<file path="src/rtl/button_reader.sv">
// button_reader: synchronises, debounces and classifies a raw push-button pin into
// level, press/release/long-press pulses and a wrapping press counter.
module button_reader #(
  parameter int DEBOUNCE_CYCLES = 4,
  parameter int LONG_CYCLES = 16,
  parameter int COUNT_WIDTH = 8,
  parameter bit ACTIVE_LOW = 1'b0
) (
  input  logic                   i_clock,
  input  logic                   i_reset,
  input  logic                   i_button,
  input  logic                   i_clear_count,
  output logic                   o_level,
  output logic                   o_press,
  output logic                   o_release,
  output logic                   o_long,
  output logic [COUNT_WIDTH-1:0] o_count
);
  localparam int DW = $clog2(DEBOUNCE_CYCLES + 1);
  localparam int HW = $clog2(LONG_CYCLES + 1);
  localparam logic [DW-1:0] D_LAST = DW'(DEBOUNCE_CYCLES - 1);
  localparam logic [HW-1:0] H_LAST = HW'(LONG_CYCLES - 1);
  localparam logic [HW-1:0] H_MAX = HW'(LONG_CYCLES);
  typedef enum logic [1:0] {UP, PRESS_CHK, DOWN, RELEASE_CHK} state_t;
  state_t state;
  logic sync1, sync2, s;
  logic [DW-1:0] dcnt;
  logic [HW-1:0] hold;
  assign s = sync2 ^ ACTIVE_LOW;
  always_ff @(posedge i_clock) begin
    if (i_reset) begin
      sync1 <= ACTIVE_LOW;
      sync2 <= ACTIVE_LOW;
      state <= UP;
      dcnt <= '0;
      hold <= '0;
      o_level <= 1'b0;
      o_press <= 1'b0;
      o_release <= 1'b0;
      o_long <= 1'b0;
      o_count <= '0;
    end else begin
      sync1 <= i_button;
      sync2 <= sync1;
      o_press <= 1'b0;
      o_release <= 1'b0;
      o_long <= 1'b0;
      case (state)
        UP: if (s) begin
          state <= PRESS_CHK;
          dcnt <= DW'(1);
        end
        PRESS_CHK: if (!s) begin
          state <= UP;
          dcnt <= '0;
        end else if (dcnt == D_LAST) begin
          state <= DOWN;
          o_level <= 1'b1;
          o_press <= 1'b1;
          o_count <= o_count + COUNT_WIDTH'(1);
          hold <= '0;
        end else dcnt <= dcnt + DW'(1);
        DOWN: begin
          // hold saturates so the long pulse can only fire once per press
          if (hold != H_MAX) hold <= hold + HW'(1);
          if (hold == H_LAST) o_long <= 1'b1;
          if (!s) begin
            state <= RELEASE_CHK;
            dcnt <= DW'(1);
          end
        end
        RELEASE_CHK: if (s) begin
          state <= DOWN;
          dcnt <= '0;
        end else if (dcnt == D_LAST) begin
          state <= UP;
          o_level <= 1'b0;
          o_release <= 1'b1;
        end else dcnt <= dcnt + DW'(1);
        default: state <= UP;
      endcase
      // placed after the FSM so a clear beats a same-edge increment
      if (i_clear_count) o_count <= '0;
    end
  end
endmodule

</file>
<file path="config.mk">
export PLATFORM = sky130hd
export DESIGN_NAME = button_reader
export DESIGN_NICKNAME = d
export VERILOG_FILES = /design/src/rtl/button_reader.sv
export SDC_FILE = /design/constraint.sdc
export NUM_CORES = 1
export LEC_CHECK = 0
export BUFFER_PORTS_ARGS = -buffer_cell sky130_fd_sc_hd__buf_2
export CAP_MARGIN = 10
export CORE_MARGIN = 2
export CORE_UTILIZATION = 59
export CTS_CLUSTER_SIZE = 12
export DETAILED_ROUTE_END_ITERATION = 6
export GPL_TIMING_DRIVEN = 0
export PLACE_DENSITY = 0.89
export SLEW_MARGIN = 20
export SYNTH_ARGS = -nofsm -noshare
export SYNTH_HDL_FRONTEND = slang
export SYNTH_SLANG_ARGS = --single-unit
</file>
<file path="constraint.sdc">
create_clock -name i_clock -period 3.94 [get_ports i_clock]
set_input_delay 0.197 -clock i_clock [delete_from_list [all_inputs] [get_ports i_clock]]
set_output_delay 0.197 -clock i_clock [all_outputs]
set_load 0.005 [all_outputs]
</file>
==> results.sh, run 1 <==
export IMPL_status="finished clean"
export IMPL_clkPwrFrac=0.329
export IMPL_overflow=0
export IMPL_vias_per_cell=5.45
export IMPL_post_drt_wl_per_cell_um=13.3
export IMPL_hold_end="sync1"
export IMPL_synth_xor_area_share=0.0823
export IMPL_path_clk_slew_ps=130
export IMPL_cts_hold_buf=0
export IMPL_synth_top_family_by_area="simple AND/OR/NAND/NOR gates"
export IMPL_core_rowCount=16
export IMPL_synthAdderAreaFrac=0.0541
export IMPL_cts_sinks=24
export IMPL_holdCritPathClass="in2reg"
export IMPL_pin_count=16
export IMPL_synth_cell_types=39
export IMPL_p_sw_uw=87.3
export IMPL_crit_type="reg2reg"
export IMPL_setup_viol=0
export IMPL_fillers=153
export IMPL_ir_worst_vdd_uv=233
export IMPL_reg2reg_to="hold[4]"
export IMPL_vias=900
export IMPL_cts_resized=0
export IMPL_ys_ff_latch=24
export IMPL_antenna_found_initial=0
export IMPL_place_inst=161
export IMPL_rsz0062_at_grt="false"
export IMPL_grt_use_total=0.211
export IMPL_reg2reg_slack_ps=2330
export IMPL_worstMarginPinSlew_ps=483
export IMPL_slew_viol_final=0
export IMPL_synthToLayoutAreaGrowth_pct=12.1
export IMPL_pwr_share_comb=0.048
export IMPL_synthSimpleGateAreaFrac=0.312
export IMPL_final_common_cell="dfxtp_1"
export IMPL_cts_setup_buffers=0
export IMPL_cp_required_ps=4150
export IMPL_cts_inserted_buffers=3
export IMPL_timing_slew_headroom=0.678
export IMPL_hold_violations=0
export IMPL_setup_tns_ps=0
export IMPL_netlist_area_mm2=0.00116
export IMPL_routed_wl_mm=2.20
export IMPL_worstHoldStart="i_button"
export IMPL_drc=0
export IMPL_first_iter_violations=12
export IMPL_dr_pass1_iters=4
export IMPL_die_area_mm2=0.00233
export IMPL_num_antenna_cells=0
export IMPL_synth_compound_area_frac=0.0844
export IMPL_place_congestion=0.747
export IMPL_synth_nets=129
export IMPL_h_tree_depth=1
export IMPL_post_dp_hpwl_mm=1.63
export IMPL_holdPathStages=2
export IMPL_max_freq_ghz=0.622
export IMPL_insertion_delay_ps=320
export IMPL_leakage_uw=0.000508
export IMPL_cp_end_kind="register"
export IMPL_grt_pass1_vias=839
export IMPL_skew_ps=7.59
export IMPL_internal_power_uw=310
export IMPL_r2r_cells=5
export IMPL_cts_root_buf="clkbuf_4"
export IMPL_drive_gt1_frac=0.239
export IMPL_coreArea_mm2=0.00190
export IMPL_maxCapViolCount=0
export IMPL_final_nets=148
export IMPL_yosysSeqAreaShare=0.416
export IMPL_critPathLaunchType="register"
export IMPL_cp_arrival_ps=1820
export IMPL_avgSynthCellArea_um2=9.63
export IMPL_finalCriticalPeriod_ps=1610
export IMPL_powerDensity_mw_per_mm2=306
export IMPL_worstReg2RegStart="dcnt[0]"
export IMPL_cts_buffer_depth=2
export IMPL_swShare=0.220
export IMPL_finalNonFillerCells=165
export IMPL_yosys_warnings=0
export IMPL_synth_mux_area_frac=0.00866
export IMPL_fin_crit_sh=0.408
export IMPL_cts_tree="yes"
export IMPL_syn_inst=120
export IMPL_die_h_um=48.3
export IMPL_final_cell_mix="24 x dfxtp_1, 15 x buf_2, 11 x nor2_1, 9 x nand2_1, 8 x xnor2_1"
export IMPL_path_max_fanout=9
export IMPL_port_buffers=14
export IMPL_grt_max_degree=14
export IMPL_pwr_share_seq=0.623
export IMPL_initial_core_util=0.608
export IMPL_antenna_left=0
export IMPL_dieWidth_um=48.3
export IMPL_grt_pass1_wl_mm=3.40
[final cells by class]
type / instances / area, um2 / area share
inverter: 4 / 15.0 / 0.0116
sequential: 24 / 480 / 0.371
tap: 27 / 33.8 / 0.0261
clock buffer: 4 / 36.3 / 0.0280
timing repair buffer: 14 / 70.1 / 0.0541
multi-input combinational: 86 / 626 / 0.483
buffer: 6 / 35.0 / 0.0270
[cell usage after synthesis]
cell	n	share of area
nand2b_1	1	0.0054
buf_6	1	0.0097
a21oi_1	7	0.030
inv_1	4	0.013
nor4_4	1	0.018
and4bb_2	1	0.011
nor4_1	1	0.0054
or3_1	1	0.0054
xor2_2	1	0.014
o21ai_0	4	0.017
nor3_1	5	0.022
ha_1	5	0.054
buf_2	1	0.0043
xnor2_1	8	0.061
and3_1	3	0.016
and3b_1	2	0.015
xor2_1	1	0.0076
nand2b_2	1	0.0076
or2_2	1	0.0054
nand3b_2	1	0.0097
nand4_1	2	0.011
dfxtp_1	24	0.42
nor4b_1	1	0.0076
o31ai_1	1	0.0065
o22ai_2	1	0.011
nor2_1	11	0.036
nand2_1	9	0.029
o21a_1	1	0.0065
nor4_2	1	0.011
nand4b_1	3	0.023
nor2_2	2	0.011
nand4bb_4	1	0.024
mux2i_1	1	0.0087
o21bai_1	2	0.013
nor3b_1	1	0.0065
nor2b_1	4	0.022
nand4_2	1	0.011
buf_4	1	0.0065
clkbuf_1	3	0.0097
[power groups by stage]
stage / Clock, uW / Sequential, uW / Combinational [uW]
floorplan: 0 / 253 / 13.9
global placement: 0 / 253 / 18.0
detailed placement: 0 / 253 / 19.0
CTS: 131 / 248 / 19.1
global route: 139 / 248 / 21.8
finish: 131 / 248 / 19.0
[worst max-delay path: stages (launching register included)]
cell	delay, ps
dfxtp_1	400
ha_1	300
nand3b_2	250
o22ai_2	290
mux2i_1	220
nor2_1	50
[metrics by stage]
step           utilization  cell area, um2  hold slack, ps  total power (uW)  setup slack, ps
6_report             0.682            1300            94.7               397             2330
5_1_grt              0.682            1300            84.1               409             2210
4_1_cts              0.682            1300            92.1               398             2330
3_5_place_dp         0.663            1260             424               272             2330
3_3_place_gp         0.663            1260             415               271             2410
2_1_floorplan            -            1160             325               267             2550
[worst max-delay path by stage]
| stage | from | endpoint | slack, ps | cells past startpoint |
|---|---|---|---|---|
| finish | dcnt[0] | hold[4] | 2330 | 5 |
| global route | dcnt[0] | hold[4] | 2210 | 5 |
| global placement | dcnt[0] | hold[4] | 2410 | 5 |
| floorplan | dcnt[0] | hold[4] | 2550 | 5 |
| detailed placement | dcnt[0] | hold[4] | 2330 | 5 |
| CTS | dcnt[0] | hold[4] | 2330 | 5 |
[routing by layer]
layer  GRT usage  wire [um]  part of all wire
met2       0.374       1130              0.51
met5           0          0                 0
met3      0.0519         62             0.028
met1       0.235        977              0.44
met4      0.0973         33             0.015
[sequential cells by signal, indices dropped and copies added, names as in the netlist, named ones only]
register	flops
sync1	1
s	1
dcnt	3
o_level	1
o_release	1
o_press	1
o_long	1
state	1
o_count	8
hold	5
[kinds of logic (layout without fill, tap and decap cells)]
logic type                 count (synthesis)  after routing
AOI/OAI and AO/OA                         16             16
xor gates and xnor gates                  10             10
adders and majority gates                  5              5
buffers and inverters                     10             28
DFF                                       24             24
muxes                                      1              1
and+or+nand+nor                           54             54
Power figures use the tool's default switching activity.
==> inputs of run 2 (changes only) <==
--- a/config.mk
+++ b/config.mk
@@ -5,14 +5,15 @@
 export SDC_FILE = /design/constraint.sdc
 export NUM_CORES = 1
 export LEC_CHECK = 0
+export ABC_AREA = 1
 export BUFFER_PORTS_ARGS = -buffer_cell sky130_fd_sc_hd__buf_2
 export CAP_MARGIN = 10
 export CORE_MARGIN = 2
-export CORE_UTILIZATION = 59
+export CORE_UTILIZATION = 50
 export CTS_CLUSTER_SIZE = 12
 export DETAILED_ROUTE_END_ITERATION = 6
 export GPL_TIMING_DRIVEN = 0
-export PLACE_DENSITY = 0.89
+export PLACE_DENSITY = 0.81
 export SLEW_MARGIN = 20
 export SYNTH_ARGS = -nofsm -noshare
 export SYNTH_HDL_FRONTEND = slang
==> constraint.sdc (replaced) <==
create_clock -name i_clock -period 1.3 [get_ports i_clock]
set_input_delay 0.065 -clock i_clock [delete_from_list [all_inputs] [get_ports i_clock]]
set_output_delay 0.065 -clock i_clock [all_outputs]
set_load 0.005 [all_outputs]
==> run 2 against run 1 <==
  * The flow now finishes with violations (setup timing)
  * Register-to-register slack got worse by 2300 ps
  * Synthesized cell count rose by 33%
  * Area after synthesis grew 1.1%
  * Maximum frequency up 23%
  * Sequential power increased to 3.0 times the previous value
  * Cell count grew 29%
  * Setup slack got worse by 2300 ps
  * Die area grew 18%
  * Power increased to 3.0 times the previous value
  * Cell area up 13%
  * Core utilization down 1.8 points
  * Non-clock buffer count increased by 5
==> results.sh, run 2 <==
export IMPL_routed_wl_mm=2.46
export IMPL_post_dp_hpwl_mm=1.70
export IMPL_path_cells="ha_4, nand2_1, nor2_2, ha_1, o21a_1, nor2_1"
export IMPL_port_buffers=15
export IMPL_finalCriticalPeriod_ps=1310
export IMPL_reg2reg_to="hold[4]"
export IMPL_worstHoldStart="i_clear_count"
export IMPL_grt_pass1_wl_mm=3.95
export IMPL_post_drt_wl_per_cell_um=11.6
export IMPL_setup_viol=2
export IMPL_cp_slowest_cell="dfxtp_4"
export IMPL_maxCapViolCount=0
export IMPL_cts_inserted_buffers=3
export IMPL_powerDensity_mw_per_mm2=808
export IMPL_cp_arrival_ps=1570
export IMPL_antenna_found_initial=0
export IMPL_yosys_top_cells_count="32 x nand2_1, 24 x dfxtp_1, 23 x inv_1"
export IMPL_yosysSeqAreaShare=0.411
export IMPL_final_nets=195
export IMPL_reg2reg_slack_ps=-9
export IMPL_drc=0
export IMPL_yosys_warnings=0
export IMPL_h_tree_depth=1
export IMPL_timing_slew_headroom=0.633
export IMPL_path_clk_slew_ps=120
export IMPL_async_flop_share=0
export IMPL_first_iter_violations=17
export IMPL_critPathLaunchType="register"
export IMPL_drive_gt1_frac=0.297
export IMPL_synth_top_area_share=0.411
export IMPL_synth_most_common_cell="nand2_1"
export IMPL_dieWidth_um=52.3
export IMPL_dr_pass1_iters=4
export IMPL_leakage_uw=0.000614
export IMPL_synth_cell_types=24
export IMPL_initial_core_util=0.528
export IMPL_num_antenna_cells=0
export IMPL_r2r_cells=6
export IMPL_grt_max_degree=14
export IMPL_ir_worst_vdd_uv=621
export IMPL_overflow=0
export IMPL_largest_reg_flops=8
export IMPL_ys_ff_latch=24
export IMPL_final_cell_mix="31 x nand2_1, 21 x inv_1, 20 x nor2_1, 20 x dfxtp_1, 15 x buf_2"
export IMPL_cts_root_buf="clkbuf_4"
export IMPL_holdPathStages=4
export IMPL_status="finished with violations"
export IMPL_totalPowerFinal_uw=1190
export IMPL_final_common_cell="nand2_1"
export IMPL_netlist_area_mm2=0.00117
export IMPL_synth_area_leaders="dfxtp_1 41%, nand2_1 10%, inv_1 7.4%"
export IMPL_die_area_mm2=0.00274
export IMPL_cts_sinks=24
export IMPL_die_h_um=52.3
export IMPL_path_max_fanout=4
export IMPL_hold_end="o_count[7]"
export IMPL_hold_violations=0
export IMPL_coreArea_mm2=0.00221
export IMPL_place_congestion=0.741
export IMPL_rsz0062_at_grt="true"
export IMPL_worstReg2RegStart="hold[0]"
export IMPL_vias=1098
export IMPL_holdCritPathClass="in2reg"
export IMPL_syn_inst=159
export IMPL_grt_use_total=0.193
export IMPL_yosys_area_top_type="dfxtp_1"
export IMPL_cts_tree="yes"
export IMPL_cp_required_ps=1560
export IMPL_synth_edf_count=0
export IMPL_worstMarginPinSlew_ps=548
export IMPL_cp_end_kind="register"
export IMPL_core_rowCount=17
export IMPL_top_regs="o_count: 8 flops, hold: 5 flops, dcnt: 3 flops"
export IMPL_fin_crit_sh=1.01
export IMPL_insertion_delay_ps=310
export IMPL_violations="setup timing"
export IMPL_vias_per_cell=5.15
export IMPL_pin_count=16
export IMPL_crit_type="reg2reg"
export IMPL_synthToLayoutAreaGrowth_pct=25.6
export IMPL_skew_ps=1.53
export IMPL_grt_pass1_vias=999
export IMPL_slew_viol_final=0
export IMPL_finalWorstSetupSlack_ps=-9.21
export IMPL_avgSynthCellArea_um2=7.35
export IMPL_antenna_left=0
export IMPL_cts_buffer_depth=2
export IMPL_max_stage_delay_ps=390
export IMPL_synth_nets=168
export IMPL_finalCoreUtilization=0.663
export IMPL_regMostFlops="o_count"
export IMPL_max_freq_ghz=0.764
export IMPL_synthFlopType="dfxtp_1"
==> run 2: area by class of cell <==
class | count | area (um2)
plain buffers | 3 | 30.0
clock buffers | 4 | 36.3
fillers | 219 | 744
inverters | 25 | 98.8
multi-input cells | 107 | 629
flip-flops and latches | 24 | 490
well taps | 28 | 35.0
repair buffers | 22 | 148
==> run 2: report_power, final <==
| part | switching (uW) | internal, uW | total (uW) |
|---|---|---|---|
| sequential | 5.04 | 738 | 743 |
| combinational | 35.5 | 21.4 | 57.0 |
| clock | 215 | 171 | 386 |
| total | 255 | 931 | 1190 |
==> run 2: repair_timing <==
action	CTS	global route
cloned	0	1
pin swaps	1	12
gates resized for setup	4	21
hold endpoints to repair	1	0
hold buffers	1	0
endpoints found under the setup margin	12	17
buffers inserted	2	3
==> run 2: how the worst max path moves through the flow <==
stage / from / endpoint / slack, ps / depth (start not counted)
2_1_floorplan: hold[0] / hold[4] / 90 / 6
3_3_place_gp: dcnt[0] / hold[1] / -6 / 7
3_5_place_dp: dcnt[0] / hold[1] / -30 / 7
4_1_cts: dcnt[0] / hold[1] / -20 / 7
5_1_grt: dcnt[1] / o_count[0] / -60 / 7
6_report: hold[0] / hold[4] / -9 / 6
==> run 2: through the flow <==
stage / setup WS, ps / setup TNS, ps / instances / hold WS, ps / instance area (um2)
global placement: -5.92 / -5.92 / 202 / 272 / 1280
CTS: -18.4 / -31.1 / 209 / 81.3 / 1350
floorplan: 88.4 / 0 / 159 / 172 / 1170
detailed placement: -30.2 / -119 / 202 / 285 / 1280
global route: -56.9 / -575 / 213 / 96.6 / 1470
finish: -9.21 / -9.76 / 213 / 91.9 / 1470
==> run 2: critical path, delay by kind of cell, from the launching register on <==
family / cells / cell delay [ps]
fa+ha+maj: 2 / 460
flops: 1 / 390
simple gates: 3 / 220
compound gates: 1 / 200
==> run 2: per-layer routing <==
layer / vias up / GRT usage / wire [um]
met5: - / 0 / 0
li1: 562 / - / -
met3: 8 / 0.0371 / 91
met1: 501 / 0.204 / 1060
met2: 27 / 0.363 / 1270
met4: 0 / 0.0897 / 49
==> run 2: kinds of logic (layout without fill, tap and decap cells) <==
group | count (synthesis) | count (layout) | share of synthesized area
and+or+nand+nor | 80 | 80 | 0.329
buffers and inverters | 28 | 54 | 0.103
DFF | 24 | 24 | 0.411
AOI/OAI and AO/OA | 22 | 22 | 0.104
adders and majority gates | 5 | 5 | 0.0535
